--- src/rtl/iob_sram_loader_pkg.sv ---
// Shared types and constants for the SRAM byte-stream loader.
// Holds FSM state codes, bytes-per-word and the full write mask.
package iob_sram_loader_pkg;

    localparam int BYTES_PER_WORD = 4;
    localparam logic [3:0] WMASK_ALL = 4'hF;

    typedef logic [1:0] state_t;

    localparam state_t S_IDLE    = 2'd0;
    localparam state_t S_COLLECT = 2'd1;
    localparam state_t S_WRITE   = 2'd2;
    localparam state_t S_DONE    = 2'd3;

endpackage

--- src/rtl/iob_sram_loader_pack.sv ---
// Byte-to-word packer: little-endian assembly of 4 bytes per word.
// Ports: clk, rst_n, clr (restart count), in_valid/in_data (accepted
// byte), word (assembly register), word_full (4th byte accepted).
module iob_sram_loader_pack
    import iob_sram_loader_pkg::*;
#(
    parameter int DATA_W = 32,
    parameter int BYTE_W = 8
) (
    input  logic              clk,
    input  logic              rst_n,
    input  logic              clr,
    input  logic              in_valid,
    input  logic [BYTE_W-1:0] in_data,
    output logic [DATA_W-1:0] word,
    output logic              word_full
);

    logic [1:0] byte_cnt;

    always_ff @(posedge clk or negedge rst_n) begin
        if (!rst_n) begin
            byte_cnt <= '0;
            word     <= '0;
        end else if (clr) begin
            byte_cnt <= '0;
        end else if (in_valid) begin
            word[BYTE_W*byte_cnt +: BYTE_W] <= in_data;
            byte_cnt <= byte_cnt + 2'd1;
        end
    end

    assign word_full = in_valid &&
                       (byte_cnt == 2'(BYTES_PER_WORD - 1));

endmodule

--- src/rtl/iob_sram_loader.sv ---
// Boot loader: packs a byte stream into words and writes them to
// SRAM port 0 from address 0; otherwise passes the read path through.
// Ports: clk, rst_n, start/load_len (begin load), s_valid/s_data/
// s_ready (byte stream), busy, done (sticky), r_en/r_addr (normal
// read path), sram_csb/web/wmask/addr/din (macro port 0).
module iob_sram_loader
    import iob_sram_loader_pkg::*;
#(
    parameter int DATA_W = 32,
    parameter int ADDR_W = 10,
    parameter int BYTE_W = 8
) (
    input  logic              clk,
    input  logic              rst_n,
    input  logic              start,
    input  logic [ADDR_W:0]   load_len,
    input  logic              s_valid,
    input  logic [BYTE_W-1:0] s_data,
    output logic              s_ready,
    output logic              busy,
    output logic              done,
    input  logic              r_en,
    input  logic [ADDR_W-1:0] r_addr,
    output logic              sram_csb,
    output logic              sram_web,
    output logic [3:0]        sram_wmask,
    output logic [ADDR_W-1:0] sram_addr,
    output logic [DATA_W-1:0] sram_din
);

    state_t              state;
    logic [ADDR_W:0]     len;
    logic [ADDR_W-1:0]   word_addr;
    logic [DATA_W-1:0]   word;
    logic                word_full;
    logic                accept;
    logic                load_go;
    logic                last_word;

    assign s_ready = (state == S_COLLECT);
    assign busy    = (state == S_COLLECT) || (state == S_WRITE);
    assign accept  = s_valid && s_ready;

    // Packer restarts only when a non-empty load is accepted.
    assign load_go = start && (load_len != '0) &&
                     ((state == S_IDLE) || (state == S_DONE));

    assign last_word = ({1'b0, word_addr} == (len - 1'b1));

    iob_sram_loader_pack #(
        .DATA_W (DATA_W),
        .BYTE_W (BYTE_W)
    ) u_pack (
        .clk       (clk),
        .rst_n     (rst_n),
        .clr       (load_go),
        .in_valid  (accept),
        .in_data   (s_data),
        .word      (word),
        .word_full (word_full)
    );

    always_ff @(posedge clk or negedge rst_n) begin
        if (!rst_n) begin
            state     <= S_IDLE;
            len       <= '0;
            word_addr <= '0;
            done      <= 1'b0;
        end else begin
            unique case (state)
                S_IDLE, S_DONE: begin
                    if (start) begin
                        if (load_len != '0) begin
                            len       <= load_len;
                            word_addr <= '0;
                            done      <= 1'b0;
                            state     <= S_COLLECT;
                        end else begin
                            done  <= 1'b1;
                            state <= S_DONE;
                        end
                    end
                end
                S_COLLECT: begin
                    if (word_full) state <= S_WRITE;
                end
                S_WRITE: begin
                    if (last_word) begin
                        done  <= 1'b1;
                        state <= S_DONE;
                    end else begin
                        word_addr <= word_addr + 1'b1;
                        state     <= S_COLLECT;
                    end
                end
                default: state <= S_IDLE;
            endcase
        end
    end

    // Port 0 belongs to the loader while busy, else to the read path.
    always_comb begin
        sram_csb   = 1'b1;
        sram_web   = 1'b1;
        sram_wmask = '0;
        sram_addr  = word_addr;
        sram_din   = word;
        if (state == S_WRITE) begin
            sram_csb   = 1'b0;
            sram_web   = 1'b0;
            sram_wmask = WMASK_ALL;
        end else if (!busy) begin
            sram_csb  = ~r_en;
            sram_addr = r_addr;
            sram_din  = '0;
        end
    end

endmodule
--- config.mk ---
export PLATFORM = sky130hd
export DESIGN_NAME = iob_sram_loader
export DESIGN_NICKNAME = d
export VERILOG_FILES = /design/src/rtl/iob_sram_loader_pkg.sv /design/src/rtl/iob_sram_loader_pack.sv /design/src/rtl/iob_sram_loader.sv
export SDC_FILE = /design/constraint.sdc
export NUM_CORES = 1
export LEC_CHECK = 0
export BUFFER_PORTS_ARGS = -buffer_cell sky130_fd_sc_hd__buf_2
export CORE_MARGIN = 4
export CORE_UTILIZATION = 35
export CTS_CLUSTER_SIZE = 20
export DETAILED_ROUTE_END_ITERATION = 16
export RECOVER_POWER = 50
export SKIP_LAST_GASP = 1
export SLEW_MARGIN = 20
export SYNTH_ARGS = -nofsm -noshare
export SYNTH_HDL_FRONTEND = slang
export SYNTH_SLANG_ARGS = --single-unit
--- constraint.sdc ---
create_clock -name clk -period 6.25 [get_ports clk]
set_input_delay 0.9375 -clock clk [delete_from_list [all_inputs] [get_ports clk]]
set_output_delay 0.9375 -clock clk [all_outputs]
set_load 0.01 [all_outputs]
==> flow_summary.json, run 1 <==
{
  "status": "finished with violations",
  "violations": "max-capacitance violations, max-slew violations",
  "yosysSeqAreaShare_pct": 43.56,
  "layout-drive-gt1-share_pct": 25.60,
  "ir_drop_uv": 161.9,
  "synth_mux_area_share_pct": 6.083,
  "skew_ps": 6.010,
  "die_w_um": 105.6,
  "clk_latency_ps": 330,
  "rsz0062_at_grt": "no",
  "grt_pass1_vias": 2828,
  "hold_depth": 2,
  "hold_buffers": 0,
  "cts-resized-gates": 0,
  "cp.required_ps": 6000,
  "core_um2": 9240,
  "synthSimpleGateAreaFrac_pct": 25.57,
  "drc": 0,
  "overflow": 0,
  "syn_avg_cell_area_um2": 8.933,
  "maxSlewViolCount": 59,
  "cp_max_fo": 58,
  "synth_top_family_by_area": "simple AND/OR/NAND/NOR gates",
  "synthArstFlopShare_pct": 100.0,
  "r2r-start": "len[0]",
  "yosysWarnings": 0,
  "cts_tree": "built",
  "p_leak_nw": 1.870,
  "r2r_end": "word_addr[5]",
  "cpLargestDelayFamily": "buffers and inverters",
  "period_minus_slack_ps": 3481,
  "finalSetupTns_ps": 0,
  "worst-path-buf-inv": 2,
  "fmax_mhz": 287.3,
  "hold_violations": 0,
  "fin_cells": 586,
  "reg2reg_depth": 9,
  "tightest_slew_ps": 3079,
  "pwr-share-seq_pct": 34.5,
  "p_switching_w": 0.0007280,
  "synth_cell_types": 46,
  "antenna_found_initial": 0,
  "synth_seq_cells": 58,
  "post-route-period-util_pct": 55.70,
  "synth_enable_flop_cells": 0,
  "avgViaCountPerCell": 4.887,
  "ios": 85,
  "synth_ff_type": "dfrtp_1",
  "slew_headroom_pct": -105.2,
  "root_buffer": "clkbuf_8",
  "comb_power_share_pct": 48.6,
  "setup_viol": 0,
  "ant_nets": 0,
  "whs_endpoint": "u_pack.word[29]",
  "startpoint_type": "input pin",
  "die_h_um": 105.6,
  "critical-path-slowest-cell": "clkbuf_1",
  "cts_num_sinks": 58,
  "die_area_um2": 11150,
  "synth_nets": 417,
  "synth_cells": 373,
  "n_antenna_cell": 0,
  "setup_ws_ps": 2769,
  "cts_buffer_depth": 2,
  "place_ws_ps": 3109,
  "grt_pass1_wl_um": 14040,
  "grt.total_usage_pct": 15.63,
  "clkTransAtPathRegs_ps": 60,
  "drtIter0Drc": 129,
  "crit_chain": "buf_2 -> clkbuf_1",
  "critPathCaptureType": "asynchronous set/reset pin",
  "synthToLayoutAreaGrowth_pct": 19.26,
  "post_cts_buffers": 0,
  "synth-compound-area-share_pct": 12.88,
  "gp_congestion": 0.7829,
  "firstDrtPassIters": 6,
  "routedWlPerCell_um": 14.25,
  "power_density_nw_per_um2": 422.9,
  "synth_area_um2": 3332,
  "dr_total_vias": 2864,
  "clockPowerShare_pct": 16.9,
  "io_buffer_count": 84,
  "initial_core_util_pct": 36.06,
  "nets": 497,
  "drt_wl_total_um": 8353,
  "path_class": "in -> async",
  "swShare_pct": 43.32,
  "hold_start": "u_pack.word[29]",
  "arrival_ps": 3230,
  "synth-xor-area-share_pct": 3.943,
  "synthAdderAreaFrac_pct": 3.755,
  "r2r_slack_ps": 3260,
  "grt_max_degree": 59,
  "max-cap-violations": 1,
  "dp_hpwl_um": 6272,
  "rows": 35,
  "cts_buffers": 9,
  "dp_cells": 571,
  "p_int_w": 0.0009526,
  "min_path_type": "reg -> reg",
  "slowest_delay_ps": 2160,
  "htree_levels": 3
}
## sequential cells by signal, summed over array words and instances (netlist names)
signal,cells
u_pack.byte_cnt,2
len,11
done,1
word_addr,10
u_pack.word,32
state,2
## placed cells by master, fill, tap and decap left out, drive strengths merged, types with 8 or more instances in the layout
master / instances
a21oi: 8
and2: 34
buf: 76
clkbuf: 20
dfrtp: 58
ha: 10
inv: 10
mux2: 18
nand2: 84
nor2: 10
o21ai: 46
xor2: 9
## worst max-delay path by stage
stage	from	end	slack, ps	depth (start not counted)
finish	rst_n	word_addr[4]	2770	2
global route	rst_n	word_addr[0]	2040	2
CTS	state[0]	sram_din[11]	2730	7
detailed placement	state[0]	sram_din[11]	3110	7
global placement	state[0]	sram_din[11]	3130	7
floorplan	state[0]	sram_addr[1]	3450	6
## Yosys cell counts, types with 2 or more instances
cell type	number	area share (%)
nand2_1	84	9.5
dfrtp_1	58	44
o21ai_0	45	6.8
and2_1	34	6.4
mux2_2	18	6.1
clkbuf_1	10	1.1
ha_1	10	3.8
inv_1	10	1.1
nor2_1	10	1.1
xor2_1	9	2.4
a21oi_1	8	1.2
nor3_1	7	1.1
nand3_1	6	0.90
nand4_1	6	1.1
or3_1	6	1.1
xnor2_1	6	1.6
buf_4	5	1.1
nor3b_1	4	0.90
nor4_1	4	0.75
and3_1	3	0.56
o211ai_1	3	0.68
buf_6	2	0.68
o21a_1	2	0.45
## final cells by class
class / instances / area (µm²)
inverter: 10 / 37.54
clock inverter: 6 / 35.03
timing repair buffer: 87 / 424.2
multi-input combinational: 287 / 1740
fill: 967 / 5266
sequential: 58 / 1451
tap: 129 / 161.4
clock buffer: 9 / 123.9
## metrics by stage
| step | utilization, % | power (W) | hold WS, ps | cell area [µm²] |
|---|---|---|---|---|
| after floorplan | - | 0.001174 | 441.8 | 3332 |
| after global placement | 41.49 | 0.001399 | 456.1 | 3834 |
| after detailed placement | 41.49 | 0.001421 | 461.7 | 3834 |
| after CTS | 43.21 | 0.001713 | 477.8 | 3993 |
| after global routing | 43.01 | 0.001833 | 500.3 | 3974 |
| final | 43.01 | 0.001681 | 470.1 | 3974 |
## cells by family after synthesis
kind of cell,after synthesis
xor gates and xnor gates,15
DFF,58
buffers and inverters,28
AOI/OAI and AO/OA,71
adders and majority gates,10
muxes,18
and+or+nand+nor,173
## power by group through the flow
| stage | Sequential, W | Combinational (W) | Clock (W) |
|---|---|---|---|
| 2_1_floorplan | 0.000555 | 0.000619 | 0 |
| 3_3_place_gp | 0.000579 | 0.000820 | 0 |
| 3_5_place_dp | 0.000584 | 0.000838 | 0 |
| 4_1_cts | 0.000577 | 0.000842 | 0.000293 |
| 5_1_grt | 0.000596 | 0.000932 | 0.000305 |
| 6_report | 0.000579 | 0.000817 | 0.000284 |
## layer usage
metal	share of wire, %	wire, µm	vias up	track usage [%]
met2	44	3678	88	23.22
met1	48	4011	1327	22.60
met5	0	0	-	0
li1	-	-	1437	-
met3	6.3	529	12	3.001
met4	1.6	132	0	5.643
No activity file was read; power rests on OpenSTA's default activity.
==> inputs of run 2 (changes only) <==
clock period = 3 ns   (was 6.25 ns; I/O delays follow)
==> run 2 against run 1 <==
The flow now finishes without violations; sequential power is 110% higher; power is 120% higher; first-iteration DRC count is 12% lower; critical path depth is 7 higher; hold slack worse by 230 ps.
==> flow_summary.json, run 2 (synthesis gave the netlist of run 1 again) <==
{
  "core_um2": 9240,
  "htree_levels": 3,
  "fin_hold_ws_ps": 238.4,
  "path_class": "reg -> reg",
  "p_int_w": 0.002183,
  "antenna_found_initial": 0,
  "min_path_type": "in -> async",
  "root_buffer": "clkbuf_8",
  "ir_drop_uv": 479.7,
  "initial_core_util_pct": 36.06,
  "layout_commonest_cell": "nand2_1",
  "clk_latency_ps": 340,
  "die_h_um": 105.6,
  "power_density_nw_per_um2": 919.9,
  "reg_top3": "u_pack.word: 32 flops, len: 11 flops, word_addr: 10 flops",
  "pwr-share-seq_pct": 31.8,
  "fmax_mhz": 348.0,
  "layout-drive-gt1-share_pct": 26.51,
  "maxSlewViolCount": 0,
  "grt.total_usage_pct": 16.06,
  "comb_power_share_pct": 49.1,
  "grt_max_degree": 43,
  "firstDrtPassIters": 5,
  "critPathCaptureType": "register",
  "finalSetupTns_ps": 0,
  "p_switching_w": 0.001581,
  "gp_congestion": 0.8443,
  "largest_reg_flops": 32,
  "dr_total_vias": 2880,
  "tightest_slew_ps": 1272,
  "clockPowerShare_pct": 19.1,
  "die_w_um": 105.6,
  "nets": 504,
  "grt_pass1_wl_um": 14140,
  "n_antenna_cell": 0,
  "ios": 85,
  "arrival_ps": 3110,
  "cts-resized-gates": 0,
  "drt_wl_total_um": 8775,
  "cp_max_fo": 8,
  "cp.required_ps": 3230,
  "clkTransAtPathRegs_ps": 70,
  "grt_pass1_vias": 2831,
  "cts_buffer_depth": 2,
  "hold_buffers": 0,
  "drc": 0,
  "drtIter0Drc": 113,
  "p_leak_nw": 1.916,
  "skew_ps": 5.220,
  "avgViaCountPerCell": 4.857,
  "die_area_um2": 11150,
  "ant_nets": 0,
  "cts_num_sinks": 58,
  "regMostFlops": "u_pack.word",
  "startpoint_type": "register",
  "setup_viol": 0,
  "slew_headroom_pct": 15.19,
  "status": "complete, no violations",
  "max-cap-violations": 0,
  "synthToLayoutAreaGrowth_pct": 22.79,
  "period_minus_slack_ps": 2874,
  "final.fill_count": 931,
  "routedWlPerCell_um": 14.80,
  "post_cts_buffers": 0,
  "swShare_pct": 42.00,
  "io_buffer_count": 84,
  "hold_violations": 0,
  "cts_buffers": 9,
  "final_cell_mix": "nand2_1 (84), buf_2 (74), dfrtp_1 (58)",
  "post-route-period-util_pct": 95.79,
  "overflow": 0,
  "dp_hpwl_um": 6523,
  "cts_tree": "built",
  "rows": 35
}
==> run 2: final timing paths <==
path,startpoint,endpoint,slack (ps),depth (start not counted)
max reg2reg,len[0],word_addr[5],130,9
min reg2reg,u_pack.word[27],u_pack.word[27],470,2
max in group asynchronous,rst_n,u_pack.word[29],1080,2
min in group clk,load_len[3],len[3],340,3
min,rst_n,len[7],240,1
max,len[0],word_addr[5],130,9
==> run 2: power groups by stage <==
| stage | registers [W] | logic (W) | clock network [W] |
|---|---|---|---|
| floorplan | 0.00116 | 0.00129 | 0 |
| global placement | 0.00120 | 0.00181 | 0 |
| detailed placement | 0.00121 | 0.00185 | 0 |
| CTS | 0.00119 | 0.00186 | 0.000733 |
| global route | 0.00123 | 0.00208 | 0.000765 |
| finish | 0.00120 | 0.00185 | 0.000719 |
==> run 2: routing by layer <==
layer	wire (µm)	up-vias	GRT usage, %
met5	0	-	0
met4	161	0	5.458
met3	416	16	4.103
met2	4081	60	24.86
met1	4116	1357	21.85
li1	-	1447	-
==> run 2: layout make-up <==
| cell class | instances | area (µm²) | share of cell area, % |
|---|---|---|---|
| inverter | 10 | 37.54 | 0.9174 |
| timing repair buffer | 94 | 480.5 | 11.74 |
| clock buffer | 10 | 137.6 | 3.364 |
| multi-input combinational | 287 | 1768 | 43.21 |
| clock inverter | 5 | 55.05 | 1.346 |
| tap | 129 | 161.4 | 3.945 |
| sequential | 58 | 1451 | 35.47 |
==> run 2: worst max-delay path, stage by stage, from the launching register on <==
cell and delay, ps:
dfrtp_1 400, inv_1 80, ha_1 200, or4b_4 510, or3_1 380, a211oi_2 310, o2111ai_4 230, o31ai_2 230
and3_4 270, o21ba_1 150
==> run 2: per-stage QoR <==
step / power (W) / instance area [µm²] / util (%) / std cells / setup slack [ps]
after floorplan: 0.002445 / 3332 / - / 373 / 274.2
after global placement: 0.003012 / 3899 / 42.19 / 578 / 125.2
after detailed placement: 0.003058 / 3899 / 42.19 / 578 / 61.51
after CTS: 0.003786 / 4091 / 44.28 / 593 / 37.39
after global routing: 0.004074 / 4091 / 44.28 / 593 / -39.44
final: 0.003764 / 4091 / 44.28 / 593 / 126.3
